File: src/rtl/spi_slave_regif.sv
// SPI mode-0 responder turning command/address/data frames into register bus strobes.
// Optional SPI_SLAVE_STATUS_EN shifts a status byte out on sdo during the command byte.
module spi_slave_regif #(
   parameter int ADDR_WIDTH  = 4,
   parameter int SYNC_STAGES = 2
) (
   input  logic                  clk_i,
   input  logic                  rst_i,
   input  logic                  spi_clk_i,
   input  logic                  spi_cs_n_i,
   input  logic                  spi_sdi_i,
   output logic                  spi_sdo_o,
   output logic                  spi_sdo_oe_o,
   output logic [ADDR_WIDTH-1:0] reg_addr_o,
   output logic [31:0]           reg_wdata_o,
   output logic                  reg_we_o,
   output logic                  reg_re_o,
   input  logic [31:0]           reg_rdata_i,
   output logic                  frame_done_o,
   output logic                  frame_err_o
);

   typedef enum logic [2:0] {IDLE, CMD, ADDR, WR_DATA, RD_DATA, IGNORE} state_t;

   logic [SYNC_STAGES-1:0] sck_sync, cs_sync, sdi_sync;
   logic sck, cs, sdi, sck_q, cs_q, armed;
   logic sck_rise, sck_fall, cs_rise, cs_fall;

   assign sck = sck_sync[SYNC_STAGES-1];
   assign cs  = cs_sync[SYNC_STAGES-1];
   assign sdi = sdi_sync[SYNC_STAGES-1];

   // armed only rises once cs_n has really been seen high, so a reset in
   // the middle of a frame cannot manufacture a false cs_n fall.
   always_ff @(posedge clk_i or posedge rst_i) begin
      if (rst_i) begin
         sck_sync <= '0;
         cs_sync  <= '0;
         sdi_sync <= '0;
         sck_q    <= 1'b0;
         cs_q     <= 1'b0;
         armed    <= 1'b0;
      end else begin
         sck_sync <= {sck_sync[SYNC_STAGES-2:0], spi_clk_i};
         cs_sync  <= {cs_sync[SYNC_STAGES-2:0], spi_cs_n_i};
         sdi_sync <= {sdi_sync[SYNC_STAGES-2:0], spi_sdi_i};
         sck_q    <= sck;
         cs_q     <= cs;
         armed    <= armed | cs;
      end
   end

   assign sck_rise     = sck & ~sck_q;
   assign sck_fall     = ~sck & sck_q;
   assign cs_fall      = armed & cs_q & ~cs;
   assign cs_rise      = cs & ~cs_q;
   assign spi_sdo_oe_o = armed & ~cs;

   state_t                state;
   logic [4:0]            cnt;
   logic [30:0]           shift_in;
   logic [31:0]           rx_word, tx, prefetch;
   logic [7:0]            rx_byte;
   logic [ADDR_WIDTH-1:0] addr;
   logic                  is_write, sampled, rd_pend;
   logic                  word_done, end_done, end_err;

   assign rx_word = {shift_in, sdi};
   assign rx_byte = rx_word[7:0];

   always_comb begin
      word_done = sck_rise && (state == WR_DATA) && (cnt == 5'd31);
      end_done  = 1'b0;
      end_err   = 1'b0;
      if (cs_rise) begin
         case (state)
            IDLE:    ;
            WR_DATA: if (cnt == 5'd0 || word_done) end_done = 1'b1; else end_err = 1'b1;
            RD_DATA: if (cnt == 5'd0) end_done = 1'b1; else end_err = 1'b1;
            default: end_err = 1'b1;
         endcase
      end
   end

   always_ff @(posedge clk_i or posedge rst_i) begin
      if (rst_i) begin
         state        <= IDLE;
         cnt          <= '0;
         shift_in     <= '0;
         tx           <= '0;
         prefetch     <= '0;
         addr         <= '0;
         is_write     <= 1'b0;
         sampled      <= 1'b0;
         rd_pend      <= 1'b0;
         reg_addr_o   <= '0;
         reg_wdata_o  <= '0;
         reg_we_o     <= 1'b0;
         reg_re_o     <= 1'b0;
         frame_done_o <= 1'b0;
         frame_err_o  <= 1'b0;
      end else begin
         reg_we_o     <= 1'b0;
         reg_re_o     <= 1'b0;
         rd_pend      <= reg_re_o;
         frame_done_o <= end_done;
         frame_err_o  <= end_err;
         if (cs_fall) begin
            state   <= CMD;
            cnt     <= '0;
            sampled <= 1'b0;
         end else if (cs_rise) begin
            state <= IDLE;
            cnt   <= '0;
            if (word_done) begin
               reg_we_o    <= 1'b1;
               reg_wdata_o <= rx_word;
               reg_addr_o  <= addr;
               addr        <= addr + 1'b1;
            end
         end else begin
            case (state)
               CMD: begin
                  if (sck_rise) begin
                     shift_in <= rx_word[30:0];
                     sampled  <= 1'b1;
                     cnt      <= cnt + 5'd1;
                     if (cnt == 5'd7) begin
                        cnt <= '0;
                        case (rx_byte)
                           8'h01:   begin is_write <= 1'b1; state <= ADDR; end
                           8'h02:   begin is_write <= 1'b0; state <= ADDR; end
                           default: state <= IGNORE;
                        endcase
                     end
                  end else if (sck_fall) begin
                     sampled <= 1'b0;
                  end
               end
               ADDR: begin
                  if (rd_pend) begin
                     tx      <= reg_rdata_i;
                     sampled <= 1'b0;
                     state   <= RD_DATA;
                  end else if (sck_rise) begin
                     shift_in <= rx_word[30:0];
                     cnt      <= cnt + 5'd1;
                     if (cnt == 5'd7) begin
                        cnt  <= '0;
                        addr <= rx_byte[ADDR_WIDTH-1:0];
                        if (is_write) begin
                           state <= WR_DATA;
                        end else begin
                           reg_re_o   <= 1'b1;
                           reg_addr_o <= rx_byte[ADDR_WIDTH-1:0];
                        end
                     end
                  end
               end
               WR_DATA: begin
                  if (sck_rise) begin
                     shift_in <= rx_word[30:0];
                     cnt      <= cnt + 5'd1;
                     if (cnt == 5'd31) begin
                        reg_we_o    <= 1'b1;
                        reg_wdata_o <= rx_word;
                        reg_addr_o  <= addr;
                        addr        <= addr + 1'b1;
                     end
                  end
               end
               RD_DATA: begin
                  if (rd_pend) prefetch <= reg_rdata_i;
                  // Halfway through a word, fetch the next one so it is ready for the word boundary.
                  if (sck_rise) begin
                     cnt     <= cnt + 5'd1;
                     sampled <= 1'b1;
                     if (cnt == 5'd15) begin
                        reg_re_o   <= 1'b1;
                        reg_addr_o <= addr + 1'b1;
                     end
                  end else if (sck_fall && sampled) begin
                     sampled <= 1'b0;
                     if (cnt == 5'd0) begin
                        tx   <= prefetch;
                        addr <= addr + 1'b1;
                     end else begin
                        tx <= {tx[30:0], 1'b0};
                     end
                  end
               end
               default: ;
            endcase
         end
      end
   end

`ifdef SPI_SLAVE_STATUS_EN
   logic [7:0] stat_sh;
   logic       last_err, last_wr, wr_seen;

   always_ff @(posedge clk_i or posedge rst_i) begin
      if (rst_i) begin
         stat_sh  <= '0;
         last_err <= 1'b0;
         last_wr  <= 1'b0;
         wr_seen  <= 1'b0;
      end else begin
         if (cs_fall) begin
            stat_sh <= {4'hA, 2'b00, last_err, last_wr};
            wr_seen <= 1'b0;
         end else begin
            if (state == CMD && sck_fall && sampled) stat_sh <= {stat_sh[6:0], 1'b0};
            if (reg_we_o) wr_seen <= 1'b1;
         end
         if (cs_rise && state != IDLE) begin
            last_err <= end_err;
            last_wr  <= wr_seen | reg_we_o | word_done;
         end
      end
   end

   assign spi_sdo_o = (state == RD_DATA) ? tx[31] : ((state == CMD) & stat_sh[7]);
`else
   assign spi_sdo_o = (state == RD_DATA) & tx[31];
`endif

endmodule

File: config.mk
export PLATFORM = sky130hd
export DESIGN_NAME = spi_slave_regif
export DESIGN_NICKNAME = d
export VERILOG_FILES = /design/src/rtl/spi_slave_regif.sv
export SDC_FILE = /design/constraint.sdc
export NUM_CORES = 1
export LEC_CHECK = 0
export ABC_CLOCK_PERIOD_IN_PS = 8550
export CORE_AREA = 4 4 133 135
export CTS_CLUSTER_SIZE = 8
export DETAILED_ROUTE_END_ITERATION = 8
export DIE_AREA = 0 0 137 139
export PLACE_DENSITY = 0.77
export SETUP_SLACK_MARGIN = 0.4
export SYNTH_ARGS = -nofsm -noshare
export SYNTH_HDL_FRONTEND = slang
export SYNTH_SLANG_ARGS = --single-unit
export TNS_END_PERCENT = 30
File: constraint.sdc
create_clock -name clk_i -period 8.55 [get_ports clk_i]
set_clock_uncertainty 0.2 [all_clocks]
set_input_delay 0.855 -clock clk_i [delete_from_list [all_inputs] [get_ports clk_i]]
set_output_delay 0.855 -clock clk_i [all_outputs]
set_load 0.01 [all_outputs]
# After elaboration in Yosys (flattened, before gate mapping)
# Cells that the tools add are included.
dict set report totals {
  regBits 159
  out_inout_bits 42
}
dict set report classes {
  eq_ne 36
  mux 84
  reduce_logical 29
  n_bitwise 14
  n_addsub 2
}
# cell count
set ops {}
lappend ops {{2-to-1 mux 32 bit} 9}
lappend ops {{2-to-1 mux 4 bit} 20}
lappend ops {{one-hot mux 32 bit (2 select lines)} 1}
lappend ops {{2-to-1 mux 31 bit} 2}
lappend ops {{one-hot mux 31 bit (2 select lines)} 1}
lappend ops {{inequality test 3 bit (second input constant)} 11}
lappend ops {{2-to-1 mux 5 bit} 6}
lappend ops {{2-to-1 mux 1 bit} 27}
lappend ops {{2-to-1 mux 3 bit} 9}
lappend ops {{one-hot mux 4 bit (3 select lines)} 2}
lappend ops {{AND reduction 11 bit} 2}
lappend ops {{inequality test 4 bit (second input constant)} 5}
lappend ops {{AND reduction 6 bit} 3}
lappend ops {{inequality test 5 bit (second input constant)} 3}
lappend ops {{one-hot mux 5 bit (3 select lines)} 1}
lappend ops {{nonzero test 2 bit} 6}
lappend ops {{nonzero test 4 bit} 3}
lappend ops {{AND reduction 5 bit} 2}
lappend ops {{equality test 8 x 1 -> 1 bit (second input constant)} 1}
lappend ops {{equality test 8 x 2 -> 1 bit (second input constant)} 1}
lappend ops {{inequality test 2 bit (second input constant)} 4}
lappend ops {{AND reduction 4 bit} 2}
lappend ops {{AND 1 bit} 7}
lappend ops {{equality test 3 x 2 -> 1 bit (second input constant)} 2}
lappend ops {{other kinds (22)} 35}

# Longest topological paths before layout
dict set report depth {
  depth_word 8
  mapped_depth 9
}

# Least setup slack after synthesis
# OpenSTA, ideal clock, no wires.
dict set report synth_timing {
  kind {register to output}
  startpoint {reg state[0]}
  endpoint {out spi_sdo_o}
  path_slack_ns 6.046
  path_stages_with_launch 5
  path_buffers 2
  arrival_ns 1.449
  path_cell_list {dfrtp_1 -> nor3b_2 -> buf_2 -> buf_2 -> and2_1}
}
dict set report synth_between {
  elab_chain_len 2
}
# item line_no
set synth_rtl {}
lappend synth_rtl {{from (decl)} 59} ;# state_t state;
lappend synth_rtl {{from (signal assigned)} 87} ;# state <= IDLE;
lappend synth_rtl {{from (signal assigned)} 109} ;# state <= CMD;
lappend synth_rtl {{from (signal assigned)} 113} ;# state <= IDLE;
lappend synth_rtl {{equality test 3 bit} 225} ;# assign spi_sdo_o = (state == RD_DATA) & tx[31];
lappend synth_rtl {{AND 1 bit} 225}
lappend synth_rtl {{to (decl)} 12} ;# output logic spi_sdo_o,
# Every way passes these cells.

# Worst setup path after layout
dict set report layout_timing {
  startpoint {reg state[2]}
  endpoint {out spi_sdo_o}
}
# The elaborated chain is that of the path after synthesis.

==> flow_summary.toml <==
[yosys]
yosys.cell_types.count = 57
synth_top_area_cell = "dfrtp_1"
seq_area_frac_synth_pct = 54.3
syn_avg_cell_area_um2 = 12.3
async_flop_share_pct = 100
synth_area_mm2 = 0.00733
synthTopCellsByArea = "dfrtp_1 (54%), mux2_2 (16%), mux2i_1 (4.4%)"
ys_ff_latch = 159
ys.flop_type = "dfrtp_1"
synth_edf_count = 0
ys.warnings.count = 0
synth_top_area_share_pct = 54.3
syn_nets = 639
synthCells = 595

[clock_network]
cts_resized = 0
clk_latency_ns = 0.42
cts-buffers-inserted = 17
cts_sinks = 159
cts.clk_slew.worst_paths_ns = 0.06
root_buffer = "clkbuf_16"
htree_levels = 4
clock_path_buffers = 2
cts_hold_buf = 0
cts_tree = "done"
cts_setup_buffers = 0

[drt]
wl_per_cell_um = 16.9
vias = 4802
drc = 0
drt-initial-drc-count = 226
drt_pre_antenna_iters = 5
drt_wl_total_um = 15100
antenna_left = 0
vias_per_cell = 5.37

[power]
power.internal_mw = 1.64
comb_power_share_pct = 28.2
netSwitchingPower_uw = 771
switching_share_pct = 32.0
ir_worst_vdd_mv = 0.157
cellPowerDensity_mw_per_mm2 = 273
p_leak_nw = 4.07
power_frac_clock_pct = 30.3
power_frac_seq_pct = 41.5

[sta]
max_freq_mhz = 275
setup_viol = 0
fin_tns_setup_ns = 0
rsz0062_at_grt = "no"
min_period_ns = 3.63
finalCritPeriodShare_pct = 42.5
setup_slack_ns = 4.92
worstMarginPinSlew_ns = 1.02
slew_headroom_pct = 32.2
hold_viol_final = 0
maxSlewViolCount = 0

[global_route]
antenna_found_initial = 0
grt.overflow.total = 0
first_global_vias = 5085
grt_use_total_pct = 16.5
grt_pass1_wl_um = 25400
grt_max_degree = 97

[worst_setup_path]
critical_path_class = "flip-flop to output pin"
path_delay_family = "buffers and inverters"
worstPathCellList = "nor3b_4 -> buf_4 -> and2_1 -> clkdlybuf4s50_1"
path_max_fanout = 54
critPathLaunchType = "flip-flop"
worst_ep_arrival_time_ns = 2.58
end_kind = "output pin"
critPathRequiredTime_ns = 7.50
crit_slowest_cell = "dfrtp_1"
worstPathBufferInverterCount = 2
max_stage_delay_ns = 0.58

[floorplanning]
die_h_um = 139
core_area_mm2 = 0.0165
rows = 47
start_util_pct = 44.5
dieWidth_um = 137
ios = 79
die_area_mm2 = 0.0190

[placement]
gp_congestion = 0.850
pre_cts_ws_ns = 5.34
io_buffers = 78
dp_hpwl_um = 9830

[final_layout]
register_area_mm2 = 0.00398
fillers = 1397
drive_gt1_share_pct = 25.0
multi_input_area_mm2 = 0.00312
areaGrowthSynthToFinish_pct = 20.6
layout.nets = 706
antenna_cells = 0
layout_commonest_cell = "dfrtp_1"
layout_common_cells = "dfrtp_1 (159), mux2_2 (103), clkdlybuf4s50_1 (78)"

[run]
maxCapViolCount = 0

[run_status]
status = "completed"

[hold_path]
hold_class = "flip-flop to flip-flop"
logic make-up (layout without fill, tap and decap cells):
group	count (synthesis)	in the layout	share of synthesized area, %
flops	159	159	54.3
mux	136	136	20.4
simple gates	129	129	9.10
compound gates	109	109	11.3
buf+inv	52	132	3.36
fa+ha+maj	7	7	1.20
xor+xnor	3	3	0.359
worst register-to-register path, cell delays in order, from the launching register on:
cell,delay (ns)
dfrtp_1,0.54
or3b_1,0.87
o31ai_4,0.41
nand3_4,0.60
a211oi_1,0.46
a21o_1,0.12
layout make-up:
| cell class | instances | share of cell area [%] |
|---|---|---|
| Inverter | 16 | 0.736 |
| Multi-Input combinational cell | 384 | 35.3 |
| Timing Repair Buffer | 84 | 9.34 |
| Tap cell | 220 | 3.11 |
| Sequential cell | 159 | 45.0 |
| Clock buffer | 22 | 5.25 |
| Clock inverter | 10 | 1.27 |
routing by layer:
layer	vias to the layer above	global-route usage, %	share of wire, %
li1	2256	-	-
met1	2409	22.2	45
met2	119	26.3	49
met3	18	4.64	5.3
met4	0	4.25	1.0
met5	-	0	0
flip-flops by register name, summed over array words and instances (netlist names), 3 cells and up:
| name | cells |
|---|---|
| cnt | 5 |
| state | 3 |
| reg_wdata_o | 32 |
| tx | 32 |
| reg_addr_o | 4 |
| addr | 4 |
| shift_in | 31 |
| prefetch | 32 |
metrics by stage:
step                      instances  total power, mW  instance area [um^2]  hold WS (ns)  utilization [%]
after floorplan                 595             1.52                  7330         0.131                -
after global placement          863             1.66                  8260         0.135             50.2
after detailed placement        863             1.69                  8260         0.135             50.2
after CTS                       895             2.43                  8840         0.149             53.7
after global routing            895             2.55                  8840         0.157             53.7
final                           895             2.41                  8840         0.147             53.7
power groups by stage:
stage	logic, mW	registers [mW]	clock network (mW)
after global routing	0.751	1.02	0.781
after global placement	0.656	1.00	0
after floorplan	0.553	0.967	0
final	0.681	1.00	0.730
after detailed placement	0.679	1.01	0
after CTS	0.682	0.998	0.748
cell usage after synthesis, types with 2 or more instances:
master,instances
buf_2,23
and2_1,4
and3b_1,2
a21oi_1,21
nand2b_1,5
a221oi_1,2
mux2i_1,32
nor2b_1,3
nand3_1,7
buf_6,3
inv_1,16
a211oi_2,16
clkbuf_1,9
nor4_1,2
a21o_1,22
dfrtp_1,159
nor3_1,7
nand2_1,26
mux2_2,103
a211oi_1,6
ha_1,7
o211ai_1,2
nor3b_2,2
xnor2_1,3
o21ai_0,21
and3_1,5
a22oi_1,3
or2_2,3
or4_1,2
or3b_1,2
nor2_1,48
nand3b_1,4
path summary, 6_finish.rpt:
kind / cells past startpoint / start / slack [ns] / endpoint
max: 4 / state[2] / 4.92 / spi_sdo_o
min: 0 / sck_sync[0] / 0.15 / sck_sync[1]
max reg2reg: 5 / state[0] / 5.29 / tx[17]
min reg2reg: 0 / sck_sync[0] / 0.15 / sck_sync[1]
max in group asynchronous: 3 / rst_i / 6.05 / prefetch[15]
min in group asynchronous: 2 / rst_i / 0.79 / reg_wdata_o[25]
No activity file was read; power rests on OpenSTA's default activity.
